==> src/rtl/writeback_select_if.sv <==
// writeback_select_if
//   Groups the writeback selector's bus signals.
//   master : upstream/RAM side. Drives ALU and load requests plus RAM read
//            data, and receives the register-bank write port, stall and ld_busy.
//   slave  : the writeback_select block itself.
interface writeback_select_if #(
  parameter int DATA_W = 32,
  parameter int REG_AW = 4
);
  // ALU result port
  logic              alu_valid;
  logic [DATA_W-1:0] alu_result;
  logic [REG_AW-1:0] alu_rd;
  // load issue and RAM return
  logic              ld_issue;
  logic [REG_AW-1:0] ld_rd;
  logic [1:0]        ld_size;
  logic              ld_signed;
  logic [1:0]        ld_offset;
  logic [DATA_W-1:0] ram_result;
  // register bank write port and status
  logic              wb_en;
  logic [REG_AW-1:0] wb_rd;
  logic [DATA_W-1:0] wb_data;
  logic              stall;
  logic              ld_busy;

  modport master (
    output alu_valid, alu_result, alu_rd,
    output ld_issue, ld_rd, ld_size, ld_signed, ld_offset, ram_result,
    input  wb_en, wb_rd, wb_data, stall, ld_busy
  );

  modport slave (
    input  alu_valid, alu_result, alu_rd,
    input  ld_issue, ld_rd, ld_size, ld_signed, ld_offset, ram_result,
    output wb_en, wb_rd, wb_data, stall, ld_busy
  );
endinterface

==> src/rtl/writeback_select.sv <==
// writeback_select
//   Arbitrates the single register-bank write port between ALU results and
//   loads returning from a fixed-latency RAM.
//   Load metadata travels through a RAM_LAT-deep shift pipeline, and
//   ram_result is sampled when the entry reaches the tail. A 1-entry skid
//   buffer holds an ALU result that collided with a load writeback.
//   Write-after-write ordering between ALU results and in-flight loads is
//   kept by squashing the older load's write.
// Ports
//   clk     : clock, rising edge
//   reset_n : asynchronous active-low reset
//   bus     : writeback_select_if.slave (ALU/load requests, RAM data,
//             wb_en/wb_rd/wb_data, stall, ld_busy)
module writeback_select #(
  parameter int DATA_W  = 32,  // >= 32
  parameter int REG_AW  = 4,
  parameter int RAM_LAT = 2    // 1..4
) (
  input  logic               clk,
  input  logic               reset_n,
  writeback_select_if.slave  bus
);

  localparam int TAIL = RAM_LAT - 1;

  typedef struct packed {
    logic              wr_ok;
    logic [REG_AW-1:0] rd;
    logic [1:0]        size;
    logic              sgn;
    logic [1:0]        off;
  } ld_ent_t;

  typedef struct packed {
    logic [REG_AW-1:0] rd;
    logic [DATA_W-1:0] data;
  } alu_ent_t;

  logic    [RAM_LAT-1:0] r_vld_pipe;
  ld_ent_t [RAM_LAT-1:0] r_ent_pipe;
  ld_ent_t [RAM_LAT-1:0] w_ent_sq;   // pipeline entries after WAW squash
  logic    [RAM_LAT-1:0] w_kill;
  ld_ent_t               w_ent_in;
  ld_ent_t               w_tail;

  alu_ent_t          r_buf;
  logic              r_buf_vld;
  logic              r_wb_en;
  logic [REG_AW-1:0] r_wb_rd;
  logic [DATA_W-1:0] r_wb_data;

  logic              w_alu_acc;
  logic              w_tail_wr;
  logic [7:0]        w_byte;
  logic [15:0]       w_half;
  logic [DATA_W-1:0] w_ld_data;

  // The skid buffer being full is exactly the stall condition. With a single
  // entry, an ALU result is only accepted when the buffer is empty.
  assign w_alu_acc = bus.alu_valid & ~r_buf_vld;

  assign w_ent_in = '{wr_ok: 1'b1, rd: bus.ld_rd, size: bus.ld_size,
                      sgn: bus.ld_signed, off: bus.ld_offset};

  // Every registered entry was issued before the current cycle, so an
  // accepted ALU result with the same rd is younger and the load must not
  // write. A load issued this very cycle is still on w_ent_in and is left
  // alone, because the ALU is the older of the two.
  always_comb begin
    for (int k = 0; k < RAM_LAT; k++) begin
      w_kill[k]         = w_alu_acc & r_vld_pipe[k] & (r_ent_pipe[k].rd == bus.alu_rd);
      w_ent_sq[k]       = r_ent_pipe[k];
      w_ent_sq[k].wr_ok = r_ent_pipe[k].wr_ok & ~w_kill[k];
    end
  end

  // A tail entry squashed in the same cycle lets the ALU take the port
  // directly.
  assign w_tail    = w_ent_sq[TAIL];
  assign w_tail_wr = r_vld_pipe[TAIL] & w_tail.wr_ok;

  // Lane extraction. The halfword select ignores offset[0].
  always_comb begin
    case (w_tail.off)
      2'd0:    w_byte = bus.ram_result[7:0];
      2'd1:    w_byte = bus.ram_result[15:8];
      2'd2:    w_byte = bus.ram_result[23:16];
      default: w_byte = bus.ram_result[31:24];
    endcase
    w_half = w_tail.off[1] ? bus.ram_result[31:16] : bus.ram_result[15:0];
    case (w_tail.size)
      2'b00:   w_ld_data = {{(DATA_W-8){w_tail.sgn & w_byte[7]}}, w_byte};
      2'b01:   w_ld_data = {{(DATA_W-16){w_tail.sgn & w_half[15]}}, w_half};
      default: w_ld_data = bus.ram_result;
    endcase
  end

  always_ff @(posedge clk or negedge reset_n) begin
    if (!reset_n) begin
      r_vld_pipe <= '0;
      r_ent_pipe <= '0;
      r_buf      <= '0;
      r_buf_vld  <= 1'b0;
      r_wb_en    <= 1'b0;
      r_wb_rd    <= '0;
      r_wb_data  <= '0;
    end else begin
      r_vld_pipe[0] <= bus.ld_issue;
      r_ent_pipe[0] <= w_ent_in;
      for (int k = 1; k < RAM_LAT; k++) begin
        r_vld_pipe[k] <= r_vld_pipe[k-1];
        r_ent_pipe[k] <= w_ent_sq[k-1];
      end

      // Priority: tail load > buffered ALU > incoming ALU.
      if (w_tail_wr) begin
        r_wb_en   <= 1'b1;
        r_wb_rd   <= w_tail.rd;
        r_wb_data <= w_ld_data;
        // A buffered ALU entry with the same rd is older than this load, so
        // it is dropped.
        if (r_buf_vld && (r_buf.rd == w_tail.rd))
          r_buf_vld <= 1'b0;
        if (w_alu_acc) begin
          r_buf_vld <= 1'b1;
          r_buf     <= '{rd: bus.alu_rd, data: bus.alu_result};
        end
      end else if (r_buf_vld) begin
        r_wb_en   <= 1'b1;
        r_wb_rd   <= r_buf.rd;
        r_wb_data <= r_buf.data;
        r_buf_vld <= 1'b0;
      end else if (w_alu_acc) begin
        r_wb_en   <= 1'b1;
        r_wb_rd   <= bus.alu_rd;
        r_wb_data <= bus.alu_result;
      end else begin
        r_wb_en   <= 1'b0;
      end
    end
  end

  assign bus.wb_en   = r_wb_en;
  assign bus.wb_rd   = r_wb_rd;
  assign bus.wb_data = r_wb_data;
  assign bus.stall   = r_buf_vld;
  assign bus.ld_busy = |r_vld_pipe;

endmodule
==> src/flat_wrapper.sv <==
// flat-port wrapper written by rule: the top's interface ports become plain ports
module writeback_select_flat 
#(
  parameter int DATA_W  = 32,          
  parameter int REG_AW  = 4,
  parameter int RAM_LAT = 2           
)
  (clk, reset_n, bus_alu_valid, bus_alu_result, bus_alu_rd, bus_ld_issue, bus_ld_rd, bus_ld_size, bus_ld_signed, bus_ld_offset, bus_ram_result, bus_wb_en, bus_wb_rd, bus_wb_data, bus_stall, bus_ld_busy);
  writeback_select_if #(.DATA_W(DATA_W), .REG_AW(REG_AW)) bus_i ();
  input  logic clk;
  input  logic reset_n;
  input wire logic [$bits(bus_i.alu_valid)-1:0] bus_alu_valid;
  input wire logic [$bits(bus_i.alu_result)-1:0] bus_alu_result;
  input wire logic [$bits(bus_i.alu_rd)-1:0] bus_alu_rd;
  input wire logic [$bits(bus_i.ld_issue)-1:0] bus_ld_issue;
  input wire logic [$bits(bus_i.ld_rd)-1:0] bus_ld_rd;
  input wire logic [$bits(bus_i.ld_size)-1:0] bus_ld_size;
  input wire logic [$bits(bus_i.ld_signed)-1:0] bus_ld_signed;
  input wire logic [$bits(bus_i.ld_offset)-1:0] bus_ld_offset;
  input wire logic [$bits(bus_i.ram_result)-1:0] bus_ram_result;
  output wire logic [$bits(bus_i.wb_en)-1:0] bus_wb_en;
  output wire logic [$bits(bus_i.wb_rd)-1:0] bus_wb_rd;
  output wire logic [$bits(bus_i.wb_data)-1:0] bus_wb_data;
  output wire logic [$bits(bus_i.stall)-1:0] bus_stall;
  output wire logic [$bits(bus_i.ld_busy)-1:0] bus_ld_busy;
  assign bus_i.alu_valid = bus_alu_valid;
  assign bus_i.alu_result = bus_alu_result;
  assign bus_i.alu_rd = bus_alu_rd;
  assign bus_i.ld_issue = bus_ld_issue;
  assign bus_i.ld_rd = bus_ld_rd;
  assign bus_i.ld_size = bus_ld_size;
  assign bus_i.ld_signed = bus_ld_signed;
  assign bus_i.ld_offset = bus_ld_offset;
  assign bus_i.ram_result = bus_ram_result;
  assign bus_wb_en = bus_i.wb_en;
  assign bus_wb_rd = bus_i.wb_rd;
  assign bus_wb_data = bus_i.wb_data;
  assign bus_stall = bus_i.stall;
  assign bus_ld_busy = bus_i.ld_busy;
  writeback_select #(.DATA_W(DATA_W), .REG_AW(REG_AW), .RAM_LAT(RAM_LAT)) u_core (.clk(clk), .reset_n(reset_n), .bus(bus_i));
endmodule
==> config.mk <==
export PLATFORM = sky130hd
export DESIGN_NAME = writeback_select_flat
export DESIGN_NICKNAME = d
export VERILOG_FILES = /design/src/rtl/writeback_select_if.sv /design/src/rtl/writeback_select.sv /design/src/flat_wrapper.sv
export SDC_FILE = /design/constraint.sdc
export NUM_CORES = 1
export LEC_CHECK = 0
export BUFFER_PORTS_ARGS = -buffer_cell sky130_fd_sc_hd__buf_4
export CAP_MARGIN = 20
export CORE_AREA = 2 2 111 113
export CTS_CLUSTER_SIZE = 10
export DETAILED_ROUTE_END_ITERATION = 10
export DIE_AREA = 0 0 113 115
export MAX_ROUTING_LAYER = met4
export SYNTH_ARGS = -nofsm -noshare
export SYNTH_HDL_FRONTEND = slang
export SYNTH_SLANG_ARGS = --single-unit
==> constraint.sdc <==
create_clock -name clk -period 3.38 [get_ports clk]
set_clock_uncertainty 0.15 [all_clocks]
set_input_delay 0.338 -clock clk [delete_from_list [all_inputs] [get_ports clk]]
set_output_delay 0.338 -clock clk [all_outputs]
set_load 0.1 [all_outputs]
Word-level counts from Yosys, hierarchy flattened
Cells that the tools add are included.
Storage, ports and cells
  register bits: 96
  output and inout bits: 39
  input port bits: 81
  word-level logic and storage cells: 58
Cells by class
  bitwise operators: 13
  mux-type cells: 15
  reduce and logical (&&, ||, !) cells: 6
  equal/unequal tests: 7
Operators with widths (count)
  $mux 32: 3
  $pmux 32 s2: 1
  $pmux 8 s3: 1
  $mux 16: 1
  $eq 4x4->1: 3
  $mux 4: 3
  $and 1x1->1: 10
  $mux 1: 6
  $eq 2x1->1 const B: 2
  $logic_not 2->1: 2
  $ne 3x2->1 const B: 1
  $not 1->1: 3
  $reduce_bool 3->1: 1
  $eq 2x2->1 const B: 1
  $reduce_and 2->1: 1
  $reduce_or 2->1: 1
  $logic_and 1x1->1: 1

Logic depth before layout (Yosys ltp)
  depth in word-level cells: 8
  gate-level depth with buffers: 6
  depth with buffers taken out: 4

Worst setup path after synthesis
Ideal clock, no wire load.
  path type: register -> register
  from: register u_core.r_buf_vld (netlist: u_core.bus.stall)
  to: register u_core.r_buf[10] in the netlist's numbering
  slack: 1.001 ns
  required time: 3.105 ns
  buffers on the path: 1
  period minus slack after synthesis: 2.379 ns
  cell stages (with the launch flop): 6
  setup time: 0.125 ns
  arrival: 2.104 ns
  cell sequence: dfrtp_1 inv_1 nand2_1 nor3_4 buf_6 mux2_2
On the way
  cells in the longest elaborated chain, start to end: 8
Ends and longest elaborated chain
  start, declared: RTL line writeback_select.sv:47  | logic r_buf_vld;
  start signal, assigned: RTL line writeback_select.sv:103  | r_buf_vld <= 1'b0;
  start signal, assigned: RTL line writeback_select.sv:123  | r_buf_vld <= 1'b0;
  start signal, assigned: RTL line writeback_select.sv:125  | r_buf_vld <= 1'b1;
  $not 1->1 *: RTL line writeback_select.sv:60  | assign w_alu_acc = bus.alu_valid & ~r_buf_vld;
  $and 1x1->1 *: RTL line writeback_select.sv:60
  $and 1x1->1 (2 in a row): RTL line writeback_select.sv:71  | w_kill[k] = w_alu_acc & r_vld_pipe[k] & (r_ent_pipe[k].rd == bus.alu_rd);
  $not 1->1: RTL line writeback_select.sv:73  | w_ent_sq[k].wr_ok = r_ent_pipe[k].wr_ok & ~w_kill[k];
  $and 1x1->1: RTL line writeback_select.sv:73
  $and 1x1->1: RTL line writeback_select.sv:80  | assign w_tail_wr = r_vld_pipe[TAIL] & w_tail.wr_ok;
  $reduce_and 2->1 (no source line) *
  end signal, assigned: RTL line writeback_select.sv:126  | r_buf <= '{rd: bus.alu_rd, data: bus.alu_result};
  end, declared: RTL line writeback_select.sv:46  | alu_ent_t r_buf;
Every way passes the cells marked *; elsewhere a longest branch is shown, timed or not.
A chain may end at the register's enable or synchronous reset.

Worst setup path after layout
  from: register u_core.r_ent_pipe[11] in the netlist's numbering
  to: register u_core.r_wb_data[30] (netlist: u_core.bus.wb_data[30])
On the way
  cells in the longest elaborated chain, start to end: 5
  elaborated cells between the ends (all ways): 9
  those cells by class: eq/ne (2); mux (4); bitwise (2); reduce/logical (1)
Ends and longest elaborated chain
  start, declared: RTL line writeback_select.sv:40  | ld_ent_t [RAM_LAT-1:0] r_ent_pipe;
  start signal, assigned by index: RTL line writeback_select.sv:112  | r_ent_pipe[k] <= w_ent_sq[k-1];
  $eq 2x2->1, or another cell as far along: RTL line writeback_select.sv:84  | case (w_tail.off)
  $pmux 8 s3: RTL line writeback_select.sv:84
  $and 1x1->1: RTL line writeback_select.sv:92  | 2'b00: w_ld_data = {{(DATA_W-8){w_tail.sgn & w_byte[7]}}, w_byte};
  $pmux 32 s2 *: RTL line writeback_select.sv:91  | case (w_tail.size)
  $mux 32 *: RTL line writeback_select.sv:116  | if (w_tail_wr) begin
  end signal, assigned: RTL line writeback_select.sv:119  | r_wb_data <= w_ld_data;
  end signal, assigned: RTL line writeback_select.sv:131  | r_wb_data <= r_buf.data;
  end signal, assigned: RTL line writeback_select.sv:136  | r_wb_data <= bus.alu_result;
  end, declared: RTL line writeback_select.sv:50  | logic [DATA_W-1:0] r_wb_data;
Marks and branches as above.

==> impl_metrics.json <==
{
  "viasPerCell": 5.529,
  "grt_max_degree": 58,
  "clock.fmax_mhz": 395.0,
  "clock_latency_ns": 0.35,
  "leakagePower_nw": 2.859,
  "netlist-cell-type-count": 42,
  "gr-max-usage-layer": "met2",
  "fill_cells": 1097,
  "clk_pin_slew_ns": 0.07,
  "grtUsageMet3": 0.03057,
  "reg2reg_from": "u_core.r_ent_pipe[11]$_DFF_PN0_",
  "status": "complete, but fails checks",
  "die_w_microns": 113,
  "relSlewSlack": 0.3641,
  "fin_ws_ns": 0.8486,
  "cts_made_buffers": 9,
  "rows": 40,
  "ir_drop_mv": 0.2845,
  "endpoint": "u_core.bus.wb_data[30]$_DFFE_PN0P_",
  "worstHoldPathCells": 2,
  "gp_congestion": 0.7718,
  "setup_viol": 0,
  "worstRegToRegCells": 5,
  "drv_cap": 0,
  "initial_utilization": 0.4132,
  "place_hpwl_microns": 9140,
  "ant_nets": 0,
  "reg2reg_setup_slack_ns": 0.85,
  "required_ns": 3.40,
  "antenna_found_initial": 0,
  "yosysWarnings": 0,
  "grt-ovfl-total": 0,
  "vias": 3837,
  "cts-resized-gates": 0,
  "grt_usage": 0.2136,
  "hold_class": "in2reg",
  "use_met2": 0.3238,
  "syn_to_final_growth_pct": 28.97,
  "met1_usage": 0.2870,
  "finalCritPeriodShare": 0.7489,
  "drc": 7,
  "io_buffers": 119,
  "crit_path_start": "u_core.r_ent_pipe[11]$_DFF_PN0_",
  "rsz0062_at_grt": "no",
  "fin_tns_setup_ns": 0,
  "yosys-top-cells-area": "dfrtp_1 49%, mux2_2 13%, mux2i_1 7.0%",
  "diodes": 0,
  "die_y_microns": 115,
  "io_pins": 120,
  "worstSetupPathType": "reg2reg",
  "synth_seq_cells": 96,
  "grt_pass1_wl_microns": 20760,
  "fin_crit_ns": 2.531,
  "ctsHtreeMaxLevel": 3,
  "worst_pin_slew_ns": 0.9538,
  "cts_root_buf": "clkbuf_16",
  "yosysSeqAreaShare": 0.4922,
  "dpl_worst_slack_ns": 0.7916,
  "critPathArrivalTime_ns": 2.56,
  "coreArea_sq_mm": 0.01181,
  "clk_path_buf_depth": 2,
  "crit_fanout": 36,
  "crit_path_start_kind": "flip-flop",
  "cts_tree": "built",
  "numClockSinks": 96,
  "violations": "design-rule violations",
  "wire_per_inst_microns": 18.88,
  "grt_pass1_vias": 3792,
  "syn_inst": 423,
  "drive_above_1_share": 0.3784,
  "fin_nets": 623,
  "drt_pass1_iterations": 7,
  "wirelength_microns": 13100,
  "syn_area_sq_mm": 0.004881,
  "crit_path_end_kind": "flip-flop",
  "avgSynthCellArea_sq_um": 11.54,
  "syn-num-nets": 504,
  "reg2reg_to": "u_core.bus.wb_data[30]$_DFFE_PN0P_",
  "synth_top_area_share": 0.4922,
  "drv_slew": 0,
  "yosys.area.top_type": "dfrtp_1",
  "die_area_sq_mm": 0.01300,
  "drtIter0Drc": 248,
  "power_density_mw_per_mm2": 597.9,
  "hold_viol": 0
}
-- stage by stage --
stage | hold WS (ns) | instances | area [sq um] | util | power, mW
floorplan | -0.1076 | 423 | 4881 | - | 2.333
global placement | 0.1884 | 667 | 5863 | 0.4964 | 2.657
detailed placement | 0.1862 | 667 | 5863 | 0.4964 | 2.678
CTS | 0.07344 | 694 | 6295 | 0.5329 | 3.795
global route | 0.07739 | 694 | 6295 | 0.5329 | 3.925
finish | 0.08241 | 694 | 6295 | 0.5329 | 3.763
-- critical path, stage by stage, from the launching register on --
cell	delay [ns]
dfrtp_1	0.34
buf_4	0.34
mux2_2	0.38
a211o_1	0.30
o21ai_2	0.62
a32oi_1	0.23
-- metal layers --
| layer | routed length, microns | part of all wire | vias to the layer above |
|---|---|---|---|
| met2 | 6172 | 0.47 | 149 |
| met3 | 789 | 0.060 | 21 |
| met1 | 5828 | 0.44 | 1859 |
| li1 | - | - | 1808 |
| met5 | 0 | 0 | - |
| met4 | 314 | 0.024 | 0 |
-- synthesized netlist by cell type, drive strengths merged --
cell	n
o41ai	1
a21oi	28
or3b	1
and3	1
nor2b	10
nor3b	1
o21ai	37
xnor2	1
a211o	1
and3b	8
nor2	8
nand2	31
a2bb2oi	6
nor4	1
a221oi	1
a32oi	16
a21o	2
a2111oi	1
buf	15
dfrtp	96
a221o	17
nand2b	2
mux2	55
nand3b	1
nor4bb	1
or2	1
nor3	1
inv	4
clkbuf	16
o2bb2ai	1
o22ai	1
xor2	11
mux2i	34
o41a	1
conb	1
nand3	9
mux4	1
-- layout by cell type, fill, tap and decap left out, types with 2 or more instances in the layout --
cell type      instances
buf_4                127
dfrtp_1               95
mux2_2                55
o21ai_0               36
mux2i_1               34
nand2_1               31
a21oi_1               26
a221o_1               17
a32oi_1               16
xor2_1                11
dlygate4sd3_1         11
nor2b_1               10
nand3_1                9
clkbuf_16              9
nor2_1                 8
and3b_1                8
a2bb2oi_1              6
inv_1                  4
a21oi_2                2
nand2b_1               2
a21o_1                 2
clkinvlp_4             2
bufinv_16              2
-- flip-flops by register name, summed over array words and instances (netlist names) --
register / flops
u_core.r_buf: 36
u_core.bus.wb_data: 32
u_core.r_ent_pipe: 20
u_core.bus.wb_rd: 4
u_core.r_vld_pipe: 2
u_core.bus.stall: 1
u_core.bus.wb_en: 1
-- final cells by class --
cell class | instances | area [sq um] | share of cell area
clock buffers | 10 | 229.0 | 0.03637
clock inverters | 6 | 92.59 | 0.01471
inverters | 4 | 15.01 | 0.002385
multi-input cells | 292 | 2287 | 0.3633
flip-flops and latches | 96 | 2404 | 0.3818
well taps | 147 | 183.9 | 0.02922
repair buffers | 139 | 1084 | 0.1721
-- repair_timing --
item                      in CTS  in global routing
hold endpoints to repair      66                  0
setup buffers                  0                  0
hold buffers                  11                  0
-- logic make-up (layout without fill, tap and decap cells) --
family / after synthesis / count (layout) / share of synthesized area
and+or+nand+nor: 76 / 76 / 0.08614
buffers and inverters: 35 / 159 / 0.03922
DFF: 96 / 96 / 0.4922
muxes: 90 / 90 / 0.2012
xor gates and xnor gates: 12 / 12 / 0.02153
AOI/OAI and AO/OA: 113 / 113 / 0.1589
other: 1 / 1 / 0.0007683
-- where the power goes --
part           total [mW]  leakage, nW  internal (mW)  switching [mW]
logic                1.20         1.57          0.390           0.813
clock network        1.10        0.149          0.653           0.449
registers            1.46         1.14           1.34           0.120
-- worst min path at each step --
stage | start | endpoint | slack, ns
finish | bus_alu_result[3] | u_core.r_buf[3]$_DFFE_PN0P_ | 0.08
global route | bus_alu_result[8] | u_core.r_buf[8]$_DFFE_PN0P_ | 0.08
CTS | bus_alu_result[17] | u_core.r_buf[17]$_DFFE_PN0P_ | 0.07
detailed placement | u_core.r_ent_pipe[0]$_DFF_PN0_ | u_core.r_ent_pipe[10]$_DFF_PN0_ | 0.19
global placement | u_core.r_ent_pipe[0]$_DFF_PN0_ | u_core.r_ent_pipe[10]$_DFF_PN0_ | 0.19
floorplan | reset_n | u_core.bus.stall$_DFFE_PN0P_ | -0.11
(Power assumes the default switching activity.)
